File: src/rtl/except_flush_ctrl.sv
// except_flush_ctrl: exception entry / ERET return sequencer.
// Captures a writeback exception or ERET, pulses the CP0 update for one cycle,
// holds the pipeline flush for FLUSH_CYCLES cycles, then offers a fetch
// redirect (handler, EPC or boot vector) over a valid/ready handshake.
// Optional build macro EXC_CNT_EN adds a 32-bit count of exceptions taken.
//
// state      | meaning
// S_BOOT     | after reset, offering BOOT_VECTOR to fetch, flush held
// S_IDLE     | normal execution, watching writeback for exception/ERET
// S_FLUSH    | flush held; CP0 pulse on first cycle; counting down
// S_REDIRECT | flush held, redirect offered until fetch accepts
module except_flush_ctrl #(
  parameter logic [31:0] BOOT_VECTOR  = 32'hbfc00000,
  parameter logic [31:0] EXC_VECTOR   = 32'hbfc00380,
  parameter int unsigned FLUSH_CYCLES = 2
) (
  input  logic        clock,
  input  logic        reset,
  input  logic        wb_valid,
  input  logic [5:0]  wb_ex,
  input  logic        wb_eret,
  input  logic [31:0] wb_pc,
  input  logic        wb_bd,
  input  logic [31:0] wb_badvaddr,
  input  logic [31:0] cp0_epc,
  input  logic        cp0_exl,
  output logic        flush,
  output logic        busy,
  output logic        redirect_valid,
  output logic [31:0] redirect_pc,
  input  logic        redirect_ready,
  output logic        cp0_cause_we,
  output logic        cp0_epc_we,
  output logic        cp0_badv_we,
  output logic        cp0_exl_clr,
  output logic [4:0]  cp0_exccode,
  output logic        cp0_bd,
  output logic [31:0] cp0_epc_wdata,
  output logic [31:0] cp0_badv_wdata,
  output logic [31:0] exc_count
);

  typedef enum logic [1:0] {S_BOOT, S_IDLE, S_FLUSH, S_REDIRECT} state_t;

  localparam logic [3:0] LP_CNT_INIT = 4'(FLUSH_CYCLES - 1);
  localparam logic [4:0] LP_CODE_ADEL = 5'h04;

  state_t      r_state;
  state_t      w_next;
  logic [3:0]  r_cnt;
  logic [31:0] r_target;
  logic [4:0]  r_code;
  logic [31:0] r_epc_wdata;
  logic [31:0] r_badv;
  logic        r_bd;
  logic        r_is_exc;
  logic        r_exl;

  logic        w_event;
  logic        w_is_exc;
  logic        w_take;
  logic        w_first;
  logic [4:0]  w_code;

  // Lowest flag bit wins when several exceptions are raised together.
  function automatic logic [4:0] exc_code(input logic [5:0] ex);
    logic [4:0] c;
    c = 5'h00;
    if      (ex[0]) c = 5'h00;
    else if (ex[1]) c = 5'h04;
    else if (ex[2]) c = 5'h0a;
    else if (ex[3]) c = 5'h0c;
    else if (ex[4]) c = 5'h08;
    else if (ex[5]) c = 5'h09;
    return c;
  endfunction

  assign w_event  = wb_valid & ((|wb_ex) | wb_eret);
  assign w_is_exc = |wb_ex;
  assign w_code   = exc_code(wb_ex);
  assign w_take   = (r_state == S_IDLE) & w_event;
  // The counter only holds its load value during the first FLUSH cycle.
  assign w_first  = (r_state == S_FLUSH) & (r_cnt == LP_CNT_INIT);

  // State register.
  always_ff @(posedge clock or posedge reset) begin
    if (reset) r_state <= S_BOOT;
    else       r_state <= w_next;
  end

  // Next-state logic.
  always_comb begin
    w_next = r_state;
    case (r_state)
      S_BOOT:     if (redirect_ready) w_next = S_IDLE;
      S_IDLE:     if (w_event) w_next = S_FLUSH;
      S_FLUSH:    if (r_cnt == 4'd0) w_next = S_REDIRECT;
      S_REDIRECT: if (redirect_ready) w_next = S_IDLE;
      default:    w_next = S_BOOT;
    endcase
  end

  // Flush hold counter: load on entry, count down while flushing.
  always_ff @(posedge clock or posedge reset) begin
    if (reset)                                r_cnt <= 4'd0;
    else if (w_take)                          r_cnt <= LP_CNT_INIT;
    else if (r_state == S_FLUSH && r_cnt != 4'd0) r_cnt <= r_cnt - 4'd1;
  end

  // Capture the event details on the entry edge; exception beats ERET.
  always_ff @(posedge clock or posedge reset) begin
    if (reset) begin
      r_target    <= BOOT_VECTOR;
      r_code      <= 5'h00;
      r_epc_wdata <= 32'h0;
      r_badv      <= 32'h0;
      r_bd        <= 1'b0;
      r_is_exc    <= 1'b0;
      r_exl       <= 1'b0;
    end else if (w_take) begin
      r_target    <= w_is_exc ? EXC_VECTOR : cp0_epc;
      r_code      <= w_code;
      r_epc_wdata <= wb_bd ? (wb_pc - 32'd4) : wb_pc;
      r_badv      <= wb_badvaddr;
      r_bd        <= wb_bd;
      r_is_exc    <= w_is_exc;
      r_exl       <= cp0_exl;
    end
  end

  // Control outputs; everything is forced low while reset is held.
  always_comb begin
    flush          = 1'b0;
    busy           = 1'b0;
    redirect_valid = 1'b0;
    cp0_cause_we   = 1'b0;
    cp0_epc_we     = 1'b0;
    cp0_badv_we    = 1'b0;
    cp0_exl_clr    = 1'b0;
    if (!reset) begin
      busy = (r_state != S_IDLE);
      case (r_state)
        S_BOOT: begin
          flush          = 1'b1;
          redirect_valid = 1'b1;
        end
        S_FLUSH: begin
          flush        = 1'b1;
          cp0_cause_we = w_first & r_is_exc;
          cp0_epc_we   = w_first & r_is_exc & ~r_exl;
          cp0_badv_we  = w_first & r_is_exc & (r_code == LP_CODE_ADEL);
          cp0_exl_clr  = w_first & ~r_is_exc;
        end
        S_REDIRECT: begin
          flush          = 1'b1;
          redirect_valid = 1'b1;
        end
        default: ;
      endcase
    end
  end

  assign redirect_pc    = (r_state == S_BOOT) ? BOOT_VECTOR : r_target;
  assign cp0_exccode    = r_code;
  assign cp0_bd         = r_bd;
  assign cp0_epc_wdata  = r_epc_wdata;
  assign cp0_badv_wdata = r_badv;

`ifdef EXC_CNT_EN
  logic [31:0] r_exc_cnt;

  // Count exception entries (ERET excluded); wraps naturally.
  always_ff @(posedge clock or posedge reset) begin
    if (reset)                r_exc_cnt <= 32'h0;
    else if (w_take & w_is_exc) r_exc_cnt <= r_exc_cnt + 32'd1;
  end

  assign exc_count = r_exc_cnt;
`else
  assign exc_count = 32'h0;
`endif

endmodule

File: config.mk
export PLATFORM = sky130hd
export DESIGN_NAME = except_flush_ctrl
export DESIGN_NICKNAME = d
export VERILOG_FILES = /design/src/rtl/except_flush_ctrl.sv
export SDC_FILE = /design/constraint.sdc
export NUM_CORES = 1
export LEC_CHECK = 0
export CAP_MARGIN = 25
export CORE_MARGIN = 4
export CORE_UTILIZATION = 38
export CTS_CLUSTER_SIZE = 8
export DETAILED_ROUTE_END_ITERATION = 12
export GPL_TIMING_DRIVEN = 0
export PLACE_DENSITY = 0.77
export SLEW_MARGIN = 20
export SYNTH_ARGS = -nofsm -noshare
export SYNTH_HDL_FRONTEND = slang
export SYNTH_SLANG_ARGS = --single-unit
File: constraint.sdc
create_clock -name clock -period 3.8 [get_ports clock]
set_input_delay 0.76 -clock clock [delete_from_list [all_inputs] [get_ports clock]]
set_output_delay 0.76 -clock clock [all_outputs]
set_load 0.03 [all_outputs]
# Yosys cells after proc, flatten, opt, wreduce, memory -nomap -nowiden

Index checks and enable logic that the tools add are counted.

Add/sub/neg operators: 2
Multipliers: 0
Divide/modulo/power cells: 0
Magnitude comparators: 0
Eq/ne operators: 9
Shifts and indexed selects: 0
Mux-type cells: 28
Bitwise logic cells: 10
Reductions and logical operators: 9

Operators with widths:

| cell                                               | count |
|---|---|
| two-way mux 32 bit                                 | 3 |
| two-way mux 4 bit                                  | 8 |
| subtractor 32 x 3 -> 32 bit, second input constant | 1 |
| two-way mux 1 bit                                  | 13 |
| AND 1 bit                                          | 7 |
| two-way mux 2 bit                                  | 3 |
| != test 2 x 1 -> 1 bit, second input constant      | 3 |
| one-hot mux 2 bit (3 select lines)                 | 1 |
| OR reduction 6 bit                                 | 1 |
| == test 5 x 3 -> 1 bit, second input constant      | 1 |
| == test 2 bit, second input constant               | 2 |
| == test 4 x 1 -> 1 bit, second input constant      | 1 |
| logical NOT 4 bit                                  | 1 |
| nonzero test 4 bit                                 | 1 |
| subtractor 4 x 1 -> 4 bit, second input constant   | 1 |
| AND reduction 3 bit                                | 1 |
| OR reduction 3 bit                                 | 1 |
| == test 2 x 1 -> 1 bit, second input constant      | 1 |
| logical NOT 2 bit                                  | 1 |
| != test 2 bit, second input constant               | 1 |
| NOT 1 bit                                          | 2 |
| nonzero test 2 bit                                 | 1 |
| OR reduction 2 bit                                 | 1 |
| logical AND 1 bit                                  | 1 |
| OR 1 bit                                           | 1 |

Flip-flop bits (word level): 110
Bits in latches: 0
Bits in writable memories: 0
Bits in read-only memories: 0
Input port bits: 109
Output and inout port bits: 141
Word-level logic and storage cells: 67
Memories kept: 0

# Longest topological paths before layout

Gate-level depths: netlist of the first run.

Depth after elaboration: 6
Gate-level depth with buffers: 8
Gate-level depth less buffers: 7

# Least setup slack after synthesis of the first run

No wires, ideal clock.

Path type: input -> output
From: input reset
To: output cp0_badv_we
Arrival time: 1.909 ns
Required time: 3.040 ns
Setup slack: 1.131 ns
Stages on the path: 3
Path buffers: 0
Cells stage by stage: nor2_1 -> nand2_1 -> nor4_1

Cells in the longest elaborated chain, start to end: 1

RTL lines:

| what              | RTL line | RTL |
|---|---|---|
| from (decl)       | 18       | `input logic reset,` |
| two-way mux 1 bit | 140      | `if (!reset) begin` |
| to (decl)         | 34       | `output logic cp0_badv_we,` |

No other way between the ends.

# Worst setup path after layout of the first run

Ends and elaborated chain as after synthesis.

==> impl_metrics.yaml, run 1 <==
floorplan:
  die-area_mm2: 0.0164
  die_width_um: 128
  initial_core_util_pct: 39.2
  io_pins: 250
  rows: 43
  die_h_um: 128
  core-area_mm2: 0.0140
yosys:
  ys_ff_latch: 109
  synthArstFlopShare_pct: 100
  synthFlopType: "dfrtp_1"
  yosysWarnings: 0
  ys_types: 50
  synthCells: 620
  yosysMostFrequentCell: "nand2_1"
  synth_area_leaders: "dfrtp_1, nand2_1, buf_4"
  ys_seq_area_share_pct: 50.0
  synth_enable_flop_cells: 0
  yosysTopAreaCell: "dfrtp_1"
  netlist_area_mm2: 0.00548
  postSynthAreaPerCell_um2: 8.84
  synth_top_area_share_pct: 45.7
  yosys-top-cells-count: "nand2_1, dfrtp_1, o21ai_0"
drt:
  ant_nets: 0
  drt_iter0_markers: 209
  dr_total_vias: 4901
  drcViolationCount: 0
  finalWirelength_mm: 15.7
  firstDrtPassIters: 4
  vias_per_cell: 4.60
  routedWlPerCell_um: 14.7
grt:
  grt_pass1_vias: 4918
  grtUsageTotal_pct: 19.1
  overflow: 0
  grt_pass1_wl_mm: 25.1
  antenna_found_initial: 0
  grt_max_degree: 72
final_layout:
  diodes: 0
  syn2layout_area_growth_pct: 52.6
  nets: 997
  drive_gt1_share_pct: 11.1
setup_path:
  r2r_slack_ns: 1.57
  start_kind: "input pin"
  critPathMaxFanout: 4
  crit_required_ns: 3.04
  critical_path_arrival_ns: 2.59
  critPathCaptureType: "output port"
  criticalPathCategory: "in -> out"
  r2r.worst_path.cells: 7
clock_network:
  numCtsBuffers: 9
  post_cts_resized: 0
  cts_tree: "done"
  clk_latency_ns: 0.34
  cts_setup_buffers: 0
  cts-root-buf: "clkbuf_16"
  cts_sinks: 109
  clockBufferDepth: 2
  cts_hold_buf: 0
  cts.clk_slew.worst_paths_ns: 0.07
  htree_levels: 3
run:
  maxCapViolCount: 0
placed_design:
  place_congestion: 0.832
  dpl_worst_slack_ns: 0.459
  hpwl_mm: 12.2
  port_buffers: 216
hold_path:
  hold_class: "reg -> reg"
  hold_depth: 2
power:
  p_per_area_mw_per_mm2: 718
  p_leak_nw: 3.95
  vdd_drop_max_mv: 0.409
  p_total_mw: 6.00
timing:
  final-setup-viol-count: 0
  max_freq_mhz: 299
  finClkSkew_ns: 0.00403
  drv_slew: 0
  rsz0062_at_grt: "false"
  relSlewSlack_pct: 54.0
  fin_ws_ns: 0.450
  max_slew.worst_pin.slew_ns: 0.685
  finalCritPeriodShare_pct: 88.1
  finalCriticalPeriod_ns: 3.35
  finalHoldViolations: 0
run_status:
  status: "finished clean"
## path summary, 6_finish.rpt
path | from | end
min in group asynchronous | reset | r_exl
max in group asynchronous | reset | r_target[31]
worst min register to register | r_target[24] | r_target[24]
worst max-delay path | reset | cp0_badv_we
worst min-delay path | r_target[24] | r_target[24]
worst max register to register | r_state[1] | r_target[22]
## layout by cell type (no fill, tap or decap), drive strengths merged, types with 2 or more instances in the layout
cell           netlist  layout
or3                  4       4
nand3b               3       3
or2                 11      11
o21ai               46      46
nand3               25      25
bufinv               0       3
conb                 1      33
nor2                20      20
clkdlybuf4s50        0     216
dfstp                9       9
inv                 10      10
dfrtp              100     100
nor3                10      10
xnor2               17      17
nand4b               3       3
or4                  2       2
nand4                3       3
clkinv               0       2
ha                   8       8
xor2                15      15
buf                 50      51
nor2b               25      25
nor4                 9       9
nand2              218     218
clkbuf              15      25
## through the flow
| step | TNS, ns | hold WS, ns | util, % | area, um^2 | instances |
|---|---|---|---|---|---|
| after floorplan | 0 | 0.431 | - | 5600 | 652 |
| after global placement | -172.27 | 0.438 | 57.1 | 7990 | 1048 |
| after detailed placement | 0 | 0.442 | 57.3 | 8020 | 1049 |
| after CTS | 0 | 0.452 | 59.8 | 8360 | 1065 |
| after global routing | 0 | 0.464 | 59.8 | 8360 | 1065 |
| final | 0 | 0.450 | 59.8 | 8360 | 1065 |
## registers in the layout (all words and copies together), names as in the netlist, 2 cells and up
register	count
r_state	2
r_cnt	4
cp0_exccode	4
cp0_epc_wdata	32
cp0_badv_wdata	32
r_target	32
## layer usage
layer	global-route usage (%)	vias up	share of wire, %
met5	0	-	0
met2	31.4	195	47
met1	25.0	2247	43
li1	-	2444	-
met3	5.29	15	8.6
met4	4.99	0	1.4
## report_power, final
group	internal, mW	switching, mW	leakage, nW
Combinational	1.22	1.82	2.41
Sequential	1.65	0.246	1.37
Clock	0.645	0.423	0.163
## worst max-delay path, stage by stage
cell             delay (ns)
clkdlybuf4s50_1        0.53
nor2_1                 0.21
nand2_1                0.12
nor4_1                 0.25
clkdlybuf4s50_1        0.72
## area by class of cell
type                            instances  area [um^2]
Fill cell                            1242         5630
Timing Repair Buffer                  217         2190
Sequential cell                       109         2740
Multi-Input combinational cell        468         2410
Buffer                                 65          412
Clock inverter                          6          111
Clock buffer                           10          229
Tap cell                              180          225
Inverter                               10         42.5
## cells by family (layout without fill, tap and decap cells)
group                    after synthesis  in the layout  synth area share [%]
AND/OR/NAND/NOR                      339            339                  28.9
flip-flops                           109            109                  50.0
other                                  1             33                0.0684
AO/OA/AOI/OAI                         55             55                  5.71
multiplexers                           1              1                 0.183
adder cells (fa/ha/maj)                8              8                  1.83
XOR/XNOR                              32             32                  5.12
buffers and inverters                 75            308                  8.20
Note: power is estimated with default switching activity, not from simulation.
==> run 2: changes to the inputs <==
Settings changed: CORE_UTILIZATION 38 to 45, DONT_BUFFER_PORTS set to 1, HOLD_SLACK_MARGIN set to 0.08, PLACE_DENSITY 0.77 to unset.
==> run 2 against run 1 <==
Net effect:
- clock power decreased by 16%
- via count decreased by 16%
- final area decreased by 27%
- highest routed layer unchanged
==> impl_metrics.yaml, run 2 (synthesis results as in run 1) <==
grt:
  grt_max_degree: 66
  grt_pass1_wl_mm: 21.9
  grt_pass1_vias: 4127
  overflow: 0
  antenna_found_initial: 0
  grtUsageTotal_pct: 19.5
setup_path:
  critPathMaxFanout: 3
  critPathCaptureType: "output port"
  r2r-start: "r_state[1]"
  timing.rr.end: "r_target[9]"
  r2r_slack_ns: 1.70
  start_kind: "flop"
  criticalPathCategory: "reg -> out"
  crit_required_ns: 3.04
  r2r.worst_path.cells: 7
  critical_path_arrival_ns: 2.05
timing:
  finClkSkew_ns: 0.0121
  relSlewSlack_pct: 49.5
  finalHoldViolations: 0
  finalCritPeriodShare_pct: 73.9
  rsz0062_at_grt: "false"
  whs_ns: 0.367
  final-setup-viol-count: 0
  max_freq_mhz: 356
  finalCriticalPeriod_ns: 2.81
  max_slew.worst_pin.slew_ns: 0.751
  drv_slew: 0
final_layout:
  fillers: 1112
  final_cell_mix: "nand2_1, dfrtp_1, o21ai_0"
  diodes: 0
  drive_gt1_share_pct: 14.9
  nets: 781
  syn2layout_area_growth_pct: 11.5
  final_common_cell: "nand2_1"
  register_area_mm2: 0.00274
  multi_input_area_mm2: 0.00242
  fin_util_pct: 51.1
clock_network:
  cts_sinks: 109
  cts-root-buf: "clkbuf_16"
  cts_tree: "done"
  clockBufferDepth: 2
  clk_latency_ns: 0.35
  cts.clk_slew.worst_paths_ns: 0.07
  cts_setup_buffers: 0
  post_cts_resized: 0
  htree_levels: 3
  numCtsBuffers: 9
  cts_hold_buf: 0
floorplan:
  die-area_mm2: 0.0140
  core-area_mm2: 0.0120
  die_width_um: 118
  rows: 40
  initial_core_util_pct: 45.8
  io_pins: 250
  die_h_um: 118
run:
  maxCapViolCount: 0
placed_design:
  place_congestion: 0.803
  hpwl_mm: 10.6
  port_buffers: 0
hold_path:
  hold_class: "in -> async"
power:
  vdd_drop_max_mv: 0.382
  p_per_area_mw_per_mm2: 798
  p_leak_nw: 3.10
drt:
  firstDrtPassIters: 4
  drcViolationCount: 0
  vias_per_cell: 5.06
  finalWirelength_mm: 13.8
  dr_total_vias: 4129
  ant_nets: 0
  drt_iter0_markers: 234
  routedWlPerCell_um: 16.9
run_status:
  status: "finished clean"
## run 2: how the worst max path moves through the flow
| stage | start | endpoint | slack, ns | cells past startpoint |
|---|---|---|---|---|
| CTS | r_state[0] | cp0_badv_we | 0.95 | 6 |
| global route | r_state[0] | cp0_badv_we | 0.84 | 6 |
| global placement | reset | cp0_badv_wdata[18] | -1.03 | 1 |
| finish | r_state[0] | cp0_badv_we | 0.99 | 6 |
| floorplan | reset | cp0_badv_wdata[0] | 0.18 | 1 |
| detailed placement | wb_ex[2] | r_target[30] | 1.21 | 8 |
## run 2: area by class of cell
type                            count  area share [%]
Buffer                             65            6.74
Clock buffer                       10            3.91
Clock inverter                      6           0.799
Inverter                           10           0.696
Multi-Input combinational cell    468            39.6
Sequential cell                   109            44.8
Tap cell                          147            3.01
Timing Repair Buffer                1           0.451
## run 2: worst max-delay path: stages, from the launching register on
cell and delay (ns):
dfrtp_1 0.41, inv_1 0.11, ha_1 0.18, nand3_1 0.09, nor2_1 0.14, nand2_1 0.13
nor4_2 0.66
## run 2: through the flow
stage	area (um^2)	total power, mW	worst slack [ns]	TNS [ns]	instances
CTS	6110	4.94	0.950	0	816
floorplan	5600	3.65	0.181	0	652
global route	6110	5.20	0.843	0	816
global placement	5780	3.96	-1.03	-102.93	799
detailed placement	5820	4.03	1.21	0	800
finish	6110	4.87	0.992	0	816
## run 2: power by group
group / internal (mW) / switching (mW)
registers: 1.64 / 1.01
logic: 0.427 / 0.902
clock network: 0.467 / 0.435
total: 2.53 / 2.34
## run 2: routing by layer
layer	vias up	GRT usage, %	wire, um
li1	2008	-	-
met1	1934	22.3	5270
met2	169	33.1	6790
met3	18	7.99	1500
met4	0	6.52	238
met5	-	0	0
==> run 3: changes to the inputs <==
Clock period 3.8 ns to 2.5 ns, I/O delays scaled along.
==> run 3 against run 2 <==
Net effect:
- wire length up 2.4%
- die area unchanged
- combinational power up 54%
- via count up 0.56%
- sequential share of layout area down 0.55 points
- clock power up 68%
- hold slack worse by 0.27 ns
- core utilization up 0.64 points
- register-to-register slack worse by 1.4 ns
- global-route usage up 0.65 points
- critical path type unchanged
- largest cell class unchanged
- non-clock buffer count up 2
==> impl_metrics.yaml, run 3 (synthesis results as in run 1) <==
hold_path:
  hold_class: "in -> async"
timing:
  rsz0062_at_grt: "false"
  finalHoldViolations: 0
  max_slew.worst_pin.slew_ns: 0.690
  fin_ws_ns: 0.102
  setup_tns_ns: 0
  whs_ns: 0.0948
  max_freq_mhz: 417
  finClkSkew_ns: 0.00428
  relSlewSlack_pct: 53.7
  drv_slew: 0
  final-setup-viol-count: 0
  finalCriticalPeriod_ns: 2.40
  finalCritPeriodShare_pct: 95.9
power:
  p_leak_nw: 3.12
  vdd_drop_max_mv: 0.649
  p_per_area_mw_per_mm2: 1230
final_layout:
  syn2layout_area_growth_pct: 12.9
  drive_gt1_share_pct: 15.5
  final_cell_mix: "nand2_1, dfrtp_1, o21ai_0"
  final_cells: 818
  diodes: 0
  nets: 783
  final_common_cell: "nand2_1"
drt:
  dr_total_vias: 4152
  wl_met2_mm: 6.99
  wl_met1_mm: 5.56
  ant_nets: 0
  drt_iter0_markers: 216
  wl_met3_mm: 1.31
  top_layer: "met4"
  vias_per_cell: 5.08
  drcViolationCount: 0
  routedWlPerCell_um: 17.3
  finalWirelength_mm: 14.1
  firstDrtPassIters: 4
floorplan:
  die-area_mm2: 0.0140
  rows: 40
  die_width_um: 118
  core-area_mm2: 0.0120
  io_pins: 250
  initial_core_util_pct: 45.8
  die_h_um: 118
setup_path:
  r2r.worst_path.cells: 7
  critPathCaptureType: "output port"
  critical_path_arrival_ns: 1.90
  critPathMaxFanout: 3
  start_kind: "flop"
  crit_required_ns: 2.00
  r2r_slack_ns: 0.32
  criticalPathCategory: "reg -> out"
grt:
  grtUsageTotal_pct: 20.2
  overflow: 0
  grt_pass1_wl_mm: 22.7
  grt_pass1_vias: 4304
  grt_max_degree: 37
  antenna_found_initial: 0
placed_design:
  placed_cells: 802
  place_congestion: 0.798
  dpl_worst_slack_ns: 0.111
  port_buffers: 0
  hpwl_mm: 11.0
clock_network:
  clk_latency_ns: 0.34
  cts_tree: "done"
  clockBufferDepth: 2
  htree_levels: 3
  cts_setup_buffers: 0
  cts.clk_slew.worst_paths_ns: 0.07
  cts_hold_buf: 0
  numCtsBuffers: 9
  cts-root-buf: "clkbuf_16"
  cts_sinks: 109
run:
  maxCapViolCount: 0
run_status:
  status: "finished clean"
[run 3: metal layers]
metal	GRT usage, %	vias up
met5	0	-
met4	7.47	0
met3	7.13	19
met2	34.9	159
met1	22.9	1962
li1	-	2012
[run 3: what timing repair did]
item,CTS,global route
hold endpoints to repair,0,0
cloned,0,0
gates resized for setup,2,2
pin swaps,0,1
setup endpoints to repair,1,3
[run 3: report_power, final]
| part | internal, mW | leakage, nW | switching (mW) |
|---|---|---|---|
| Combinational | 0.657 | 1.61 | 1.40 |
| Sequential | 2.49 | 1.37 | 1.54 |
| Clock | 0.877 | 0.145 | 0.637 |
| Total | 4.02 | 3.12 | 3.58 |
[run 3: critical path: stages, from the launching register on]
cell and delay (ns):
dfrtp_1 0.40, inv_1 0.12, ha_1 0.17, nand3_1 0.06, nor2_1 0.20, nand2_1 0.19, nor4_4 0.41
[run 3: metrics by stage]
step / instance area (um^2) / power [mW] / util (%)
after detailed placement: 5850 / 6.15 / 48.9
after CTS: 6180 / 7.69 / 51.7
final: 6190 / 7.60 / 51.7
after floorplan: 5600 / 5.55 / -
after global placement: 5790 / 6.03 / 48.4
after global routing: 6190 / 8.08 / 51.7
[run 3: final timing paths]
| kind | startpoint | endpoint |
|---|---|---|
| max | r_state[0] | cp0_badv_we |
| min in group clock | wb_ex[0] | cp0_exccode[2] |
| max in group asynchronous | reset | r_target[23] |
| max reg2reg | r_state[1] | r_target[9] |
| min reg2reg | r_target[24] | r_target[24] |
| min | reset | r_state[1] |
[run 3: area by class of cell]
| class | count | area [um^2] |
|---|---|---|
| Fill cell | 1140 | 5780 |
| Clock buffer | 10 | 229 |
| Sequential cell | 109 | 2740 |
| Inverter | 10 | 41.3 |
| Tap cell | 147 | 184 |
| Buffer | 65 | 412 |
| Multi-Input combinational cell | 468 | 2430 |
| Clock inverter | 6 | 87.6 |
| Timing Repair Buffer | 3 | 60.1 |
